### config.mk
export PLATFORM = sky130hd
export DESIGN_NAME = fetch_unit
export DESIGN_NICKNAME = d
export VERILOG_FILES = /design/src/rtl/fetch_unit.sv
export SDC_FILE = /design/constraint.sdc
export NUM_CORES = 1
export LEC_CHECK = 0
export CAP_MARGIN = 20
export CORE_ASPECT_RATIO = 1.75
export CORE_UTILIZATION = 45
export CTS_BUF_LIST = sky130_fd_sc_hd__clkbuf_8
export CTS_CLUSTER_SIZE = 40
export DETAILED_ROUTE_END_ITERATION = 10
export PLACE_DENSITY = 0.83
export SLEW_MARGIN = 10
export SYNTH_ARGS = -nofsm -noshare
export SYNTH_HDL_FRONTEND = slang
export SYNTH_SLANG_ARGS = --single-unit
### constraint.sdc
create_clock -name clk -period 8.1 [get_ports clk]
set_clock_uncertainty 0.15 [all_clocks]
set_input_delay 1.62 -clock clk [delete_from_list [all_inputs] [get_ports clk]]
set_output_delay 1.62 -clock clk [all_outputs]
set_load 0.02 [all_outputs]
### src/rtl/fetch_unit.sv
// fetch_unit: instruction-fetch stage feeding decode.
//
// Owns the PC and streams sequential word fetches to instruction memory over a
// valid/ready request channel whose responses come back in order. Returned
// words are queued in a DEPTH-entry buffer and handed to decode over a
// valid/ready channel with the opcode/funct3/funct7 fields pre-sliced.
// A taken branch flushes the buffer, retargets the PC and discards every
// response that is still in flight.
//
// Ports:
//   clk, rst            clock, synchronous active-high reset
//   imem_req_*          fetch request channel (valid/ready, word address)
//   imem_resp_*         in-order fetch responses, no backpressure
//   branch_taken/target one-cycle redirect from execute
//   if_valid/if_ready   handshake to decode
//   if_instr/if_pc      buffered instruction and its PC (NOP / resp_pc when empty)
//   if_opcode/funct3/7  fields sliced from if_instr
module fetch_unit #(
    parameter int unsigned     XLEN     = 32,
    parameter logic [XLEN-1:0] RESET_PC = '0,
    parameter int unsigned     DEPTH    = 2
) (
    input  logic            clk,
    input  logic            rst,
    output logic            imem_req_valid,
    input  logic            imem_req_ready,
    output logic [XLEN-1:0] imem_req_addr,
    input  logic            imem_resp_valid,
    input  logic [31:0]     imem_resp_data,
    input  logic            branch_taken,
    input  logic [XLEN-1:0] branch_target,
    output logic            if_valid,
    input  logic            if_ready,
    output logic [31:0]     if_instr,
    output logic [XLEN-1:0] if_pc,
    output logic [6:0]      if_opcode,
    output logic [2:0]      if_funct3,
    output logic [6:0]      if_funct7
);

    localparam int unsigned PW = (DEPTH > 1) ? $clog2(DEPTH) : 1;
    localparam int unsigned CW = $clog2(DEPTH) + 1;
    localparam logic [CW:0]     DEPTH_C = (CW + 1)'(DEPTH);
    localparam logic [31:0]     NOP     = 32'h0000_0013;
    localparam logic [XLEN-1:0] STEP    = XLEN'(4);

    // Architectural state
    logic [XLEN-1:0] fetch_pc;
    logic [XLEN-1:0] resp_pc;
    logic [CW-1:0]   inflight;
    logic [CW-1:0]   drop;
    logic [CW-1:0]   fifo_count;
    logic [PW-1:0]   rd_ptr;
    logic [PW-1:0]   wr_ptr;
    logic [XLEN-1:0] pc_mem    [DEPTH];
    logic [31:0]     instr_mem [DEPTH];

    // Per-cycle control
    logic            req_fire;
    logic            resp_fire;
    logic            push;
    logic            pop;
    logic            fifo_empty;
    logic [CW:0]     credit_used;
    logic [CW-1:0]   inflight_after_resp;
    logic [XLEN-1:0] redirect_pc;
    logic [3:0]      unused_low_bits;

    assign unused_low_bits = {branch_target[1:0], fetch_pc[1:0]};

    // Request credit, handshakes and buffer controls
    always_comb begin
        fifo_empty          = (fifo_count == '0);
        credit_used         = {1'b0, fifo_count} + {1'b0, inflight};
        imem_req_valid      = !rst && !branch_taken && (credit_used < DEPTH_C);
        imem_req_addr       = {fetch_pc[XLEN-1:2], 2'b00};
        req_fire            = imem_req_valid && imem_req_ready;
        resp_fire           = !rst && imem_resp_valid;
        inflight_after_resp = inflight - CW'(resp_fire);
        redirect_pc         = {branch_target[XLEN-1:2], 2'b00};
        if_valid            = !rst && !fifo_empty;
        // A redirect wipes the buffer, so same-cycle pushes and pops are void.
        push                = resp_fire && (drop == '0) && !branch_taken;
        pop                 = if_valid && if_ready && !branch_taken;
    end

    // Decode-side view of the buffer head
    always_comb begin
        if_instr = NOP;
        if_pc    = resp_pc;
        if (!fifo_empty) begin
            if_instr = instr_mem[rd_ptr];
            if_pc    = pc_mem[rd_ptr];
        end
        if_opcode = if_instr[6:0];
        if_funct3 = if_instr[14:12];
        if_funct7 = if_instr[31:25];
    end

    // PC, credit and buffer-pointer state
    always_ff @(posedge clk) begin
        if (rst) begin
            fetch_pc   <= RESET_PC;
            resp_pc    <= RESET_PC;
            inflight   <= '0;
            drop       <= '0;
            fifo_count <= '0;
            rd_ptr     <= '0;
            wr_ptr     <= '0;
        end else if (branch_taken) begin
            // Everything still outstanding after this cycle belongs to the old path.
            fetch_pc   <= redirect_pc;
            resp_pc    <= redirect_pc;
            inflight   <= inflight_after_resp;
            drop       <= inflight_after_resp;
            fifo_count <= '0;
            rd_ptr     <= '0;
            wr_ptr     <= '0;
        end else begin
            if (req_fire) begin
                fetch_pc <= fetch_pc + STEP;
            end
            inflight <= inflight_after_resp + CW'(req_fire);
            if (resp_fire && (drop != '0)) begin
                drop <= drop - CW'(1);
            end
            if (push) begin
                resp_pc <= resp_pc + STEP;
                wr_ptr  <= wr_ptr + PW'(1);
            end
            if (pop) begin
                rd_ptr <= rd_ptr + PW'(1);
            end
            case ({push, pop})
                2'b10:   fifo_count <= fifo_count + CW'(1);
                2'b01:   fifo_count <= fifo_count - CW'(1);
                default: fifo_count <= fifo_count;
            endcase
        end
    end

    // Buffer payload storage; contents are only meaningful below fifo_count
    always_ff @(posedge clk) begin
        if (push) begin
            pc_mem[wr_ptr]    <= resp_pc;
            instr_mem[wr_ptr] <= imem_resp_data;
        end
    end

endmodule

==> impl_metrics.tcl <==
set metrics [dict create \
    first_iter_violations 327 \
    coreArea_mm2 0.0187 \
    syn2layout_area_growth_pct 26.3 \
    cts_root_buf "clkbuf_8" \
    start_kind "input port" \
    numClockSinks 193 \
    worst-slew-pin-transition_ns 1.07 \
    wl_um 20200 \
    timing.final.crit_share_pct 66.3 \
    vias 6312 \
    drt-pass1-iter-count 5 \
    antenna_found_initial 0 \
    place_hpwl_um 14200 \
    leakage_uw 0.00367 \
    drive_gt1_share_pct 5.66 \
    grt_setup_unrepaired "false" \
    seq_area_frac_synth_pct 58.7 \
    setup_viol 0 \
    netlist.area_leader.share_pct 42.8 \
    wire_per_inst_um 17.2 \
    power.density_mw_per_mm2 180 \
    grt_pass1_vias 6024 \
    maxCapViolCount 0 \
    overflow 0 \
    start_util_pct 46.4 \
    max_stage_delay_ns 0.64 \
    synth_edf_count 124 \
    synth_area_leaders "edfxtp_1 43%, dfxtp_1 16%, mux2i_1 7.2%" \
    drv_slew 0 \
    viasPerCell 5.37 \
    synthCells 770 \
    gp_congestion 0.983 \
    peakVddDrop_mv 0.114 \
    synth.distinct_cells 53 \
    ant_nets 0 \
    hold_viol_final 0 \
    die_area_mm2 0.0199 \
    path_cells "clkdlybuf4s50_1 > buf_4 > or2_1 > nor3_1 > clkdlybuf4s50_1" \
    cts_setup_buffers 0 \
    cts_tree "done" \
    io_buffer_count 178 \
    end_kind "output pin" \
    clock_latency_ns 0.46 \
    io_pins 185 \
    cts_resized 0 \
    cts_hold_buf 0 \
    path_common_cell "clkdlybuf4s50_1" \
    layout_min_cycle_time_ns 5.37 \
    status "complete, no violations" \
    synth_area_mm2 0.00870 \
    antennaDiodeCount 0 \
    final_util_pct 58.6 \
    fin_tns_setup_ns 0 \
    drcViolationCount 0 \
    slowest_stage "clkdlybuf4s50_1" \
    avgSynthCellArea_um2 11.3 \
    ys_warn_count 0 \
    fmax_mhz 186 \
    async_flop_share_pct 0 \
    grt_max_degree 91 \
    rows 66 \
    synth-seq-cells 193 \
    crit_arrival_ns 3.60 \
    crit_type "in2out" \
    clockBufferDepth 2 \
    hold_path_class "reg2reg" \
    clk_pin_slew_worst_paths_ns 0.10 \
    crit_required_ns 6.33 \
    ys.flop_type "edfxtp_1" \
    htreeDepth 4 \
    grt_pass1_wl_um 31300 \
    die_height_um 186 \
    grt.total_usage_pct 20.6 \
    die_x_um 107 \
    cts-buffers-inserted 17 \
    yosysTopAreaCell "edfxtp_1" \
    relSlewSlack_pct 27.7 \
    worst-path-max-fanout 50 \
    nNetsFinal 1001 \
]
==> power by group <==
group	total (uW)	internal, uW	switching (uW)
Clock	616	268	349
Sequential	1120	1080	38.8
Combinational	241	116	124
==> cells in the final DEF (no fill, tap or decap), types with 2 or more instances in the layout <==
master	instances
a211oi_1	5
a21boi_0	30
a21oi_1	34
a22oi_1	3
a31oi_1	6
and2_1	7
and3_1	9
and4_1	4
buf_4	9
clkbuf_2	2
clkbuf_8	19
clkdlybuf4s50_1	178
conb_1	4
dfxtp_1	68
edfxtp_1	124
ha_1	6
inv_1	27
inv_4	3
inv_6	4
inv_8	2
mux2i_1	63
nand2_1	68
nand3_1	20
nand4_1	27
nor2_1	57
nor2_4	2
nor2b_1	2
nor3_1	14
nor3b_1	3
nor4_1	6
o21a_1	6
o21ai_0	34
o21bai_1	5
o22ai_1	5
or3_1	2
or4_1	2
xnor2_1	15
xor2_1	38
==> Yosys cell counts (6+ instances only) <==
master,count
ha_1,6
buf_4,21
mux2i_1,63
o21a_1,6
nand4_1,27
xnor2_1,15
and2_1,7
nand2_1,68
nor4_1,6
a21oi_1,34
dfxtp_1,69
nor3_1,14
nor2_1,59
and3_1,10
edfxtp_1,124
xor2_1,38
inv_1,26
a21boi_0,30
clkbuf_1,26
o21ai_0,34
buf_1,8
nand3_1,20
a31oi_1,6
==> state kept, by name, summed over array words and instances, names as in the netlist, named ones only <==
register    count
fetch_pc       30
rd_ptr          1
wr_ptr          1
inflight        2
drop            2
fifo_count      2
resp_pc        30
pc_mem         60
instr_mem      64
==> cells by family after synthesis <==
group / synth area share [%]
other: 0.0431
XOR/XNOR: 5.34
multiplexers: 7.55
buffers and inverters: 4.72
adder cells (fa/ha/maj): 1.09
AND/OR/NAND/NOR: 13.1
flip-flops: 58.7
AO/OA/AOI/OAI: 9.52
==> worst max-delay path: cells and delay by family <==
| kind | cells | cell delay [ns] |
|---|---|---|
| buffers and inverters | 3 | 1.33 |
| AND/OR/NAND/NOR | 2 | 0.64 |
==> routing by layer <==
layer | GRT usage (%) | share of wire (%)
met3 | 2.59 | 4.1
met5 | 0 | 0
met1 | 23.3 | 38
met4 | 10.6 | 3.4
met2 | 37.7 | 54
==> worst paths after layout <==
kind,startpoint,endpoint,slack [ns],depth (start not counted)
worst min register to register,rd_ptr,flip-flop,0.37,2
worst min-delay path,rd_ptr,flip-flop,0.37,2
worst max-delay path,rst,imem_req_valid,2.73,5
worst max register to register,fifo_count[0],fetch_pc[18],4.87,7
==> layout make-up <==
cell class,instances,area [um^2]
fill,1587,7760
sequential,193,5110
multi-input combinational,496,3210
timing repair buffer,190,1890
tap,238,298
clock buffer,19,262
clock inverter,13,124
inverter,26,97.6
==> metrics by stage <==
| step | hold slack, ns | setup slack [ns] | instances | instance area, um^2 | power, uW |
|---|---|---|---|---|---|
| finish | 0.374 | 2.73 | 1175 | 11000 | 1980 |
| global placement | 0.338 | 2.74 | 1140 | 10600 | 1380 |
| CTS | 0.373 | 2.74 | 1173 | 11000 | 1990 |
| floorplan | 0.322 | 2.59 | 773 | 8710 | 1260 |
| global route | 0.393 | 2.64 | 1175 | 11000 | 2050 |
| detailed placement | 0.344 | 2.76 | 1141 | 10600 | 1390 |
No activity file was read; power rests on OpenSTA's default activity.
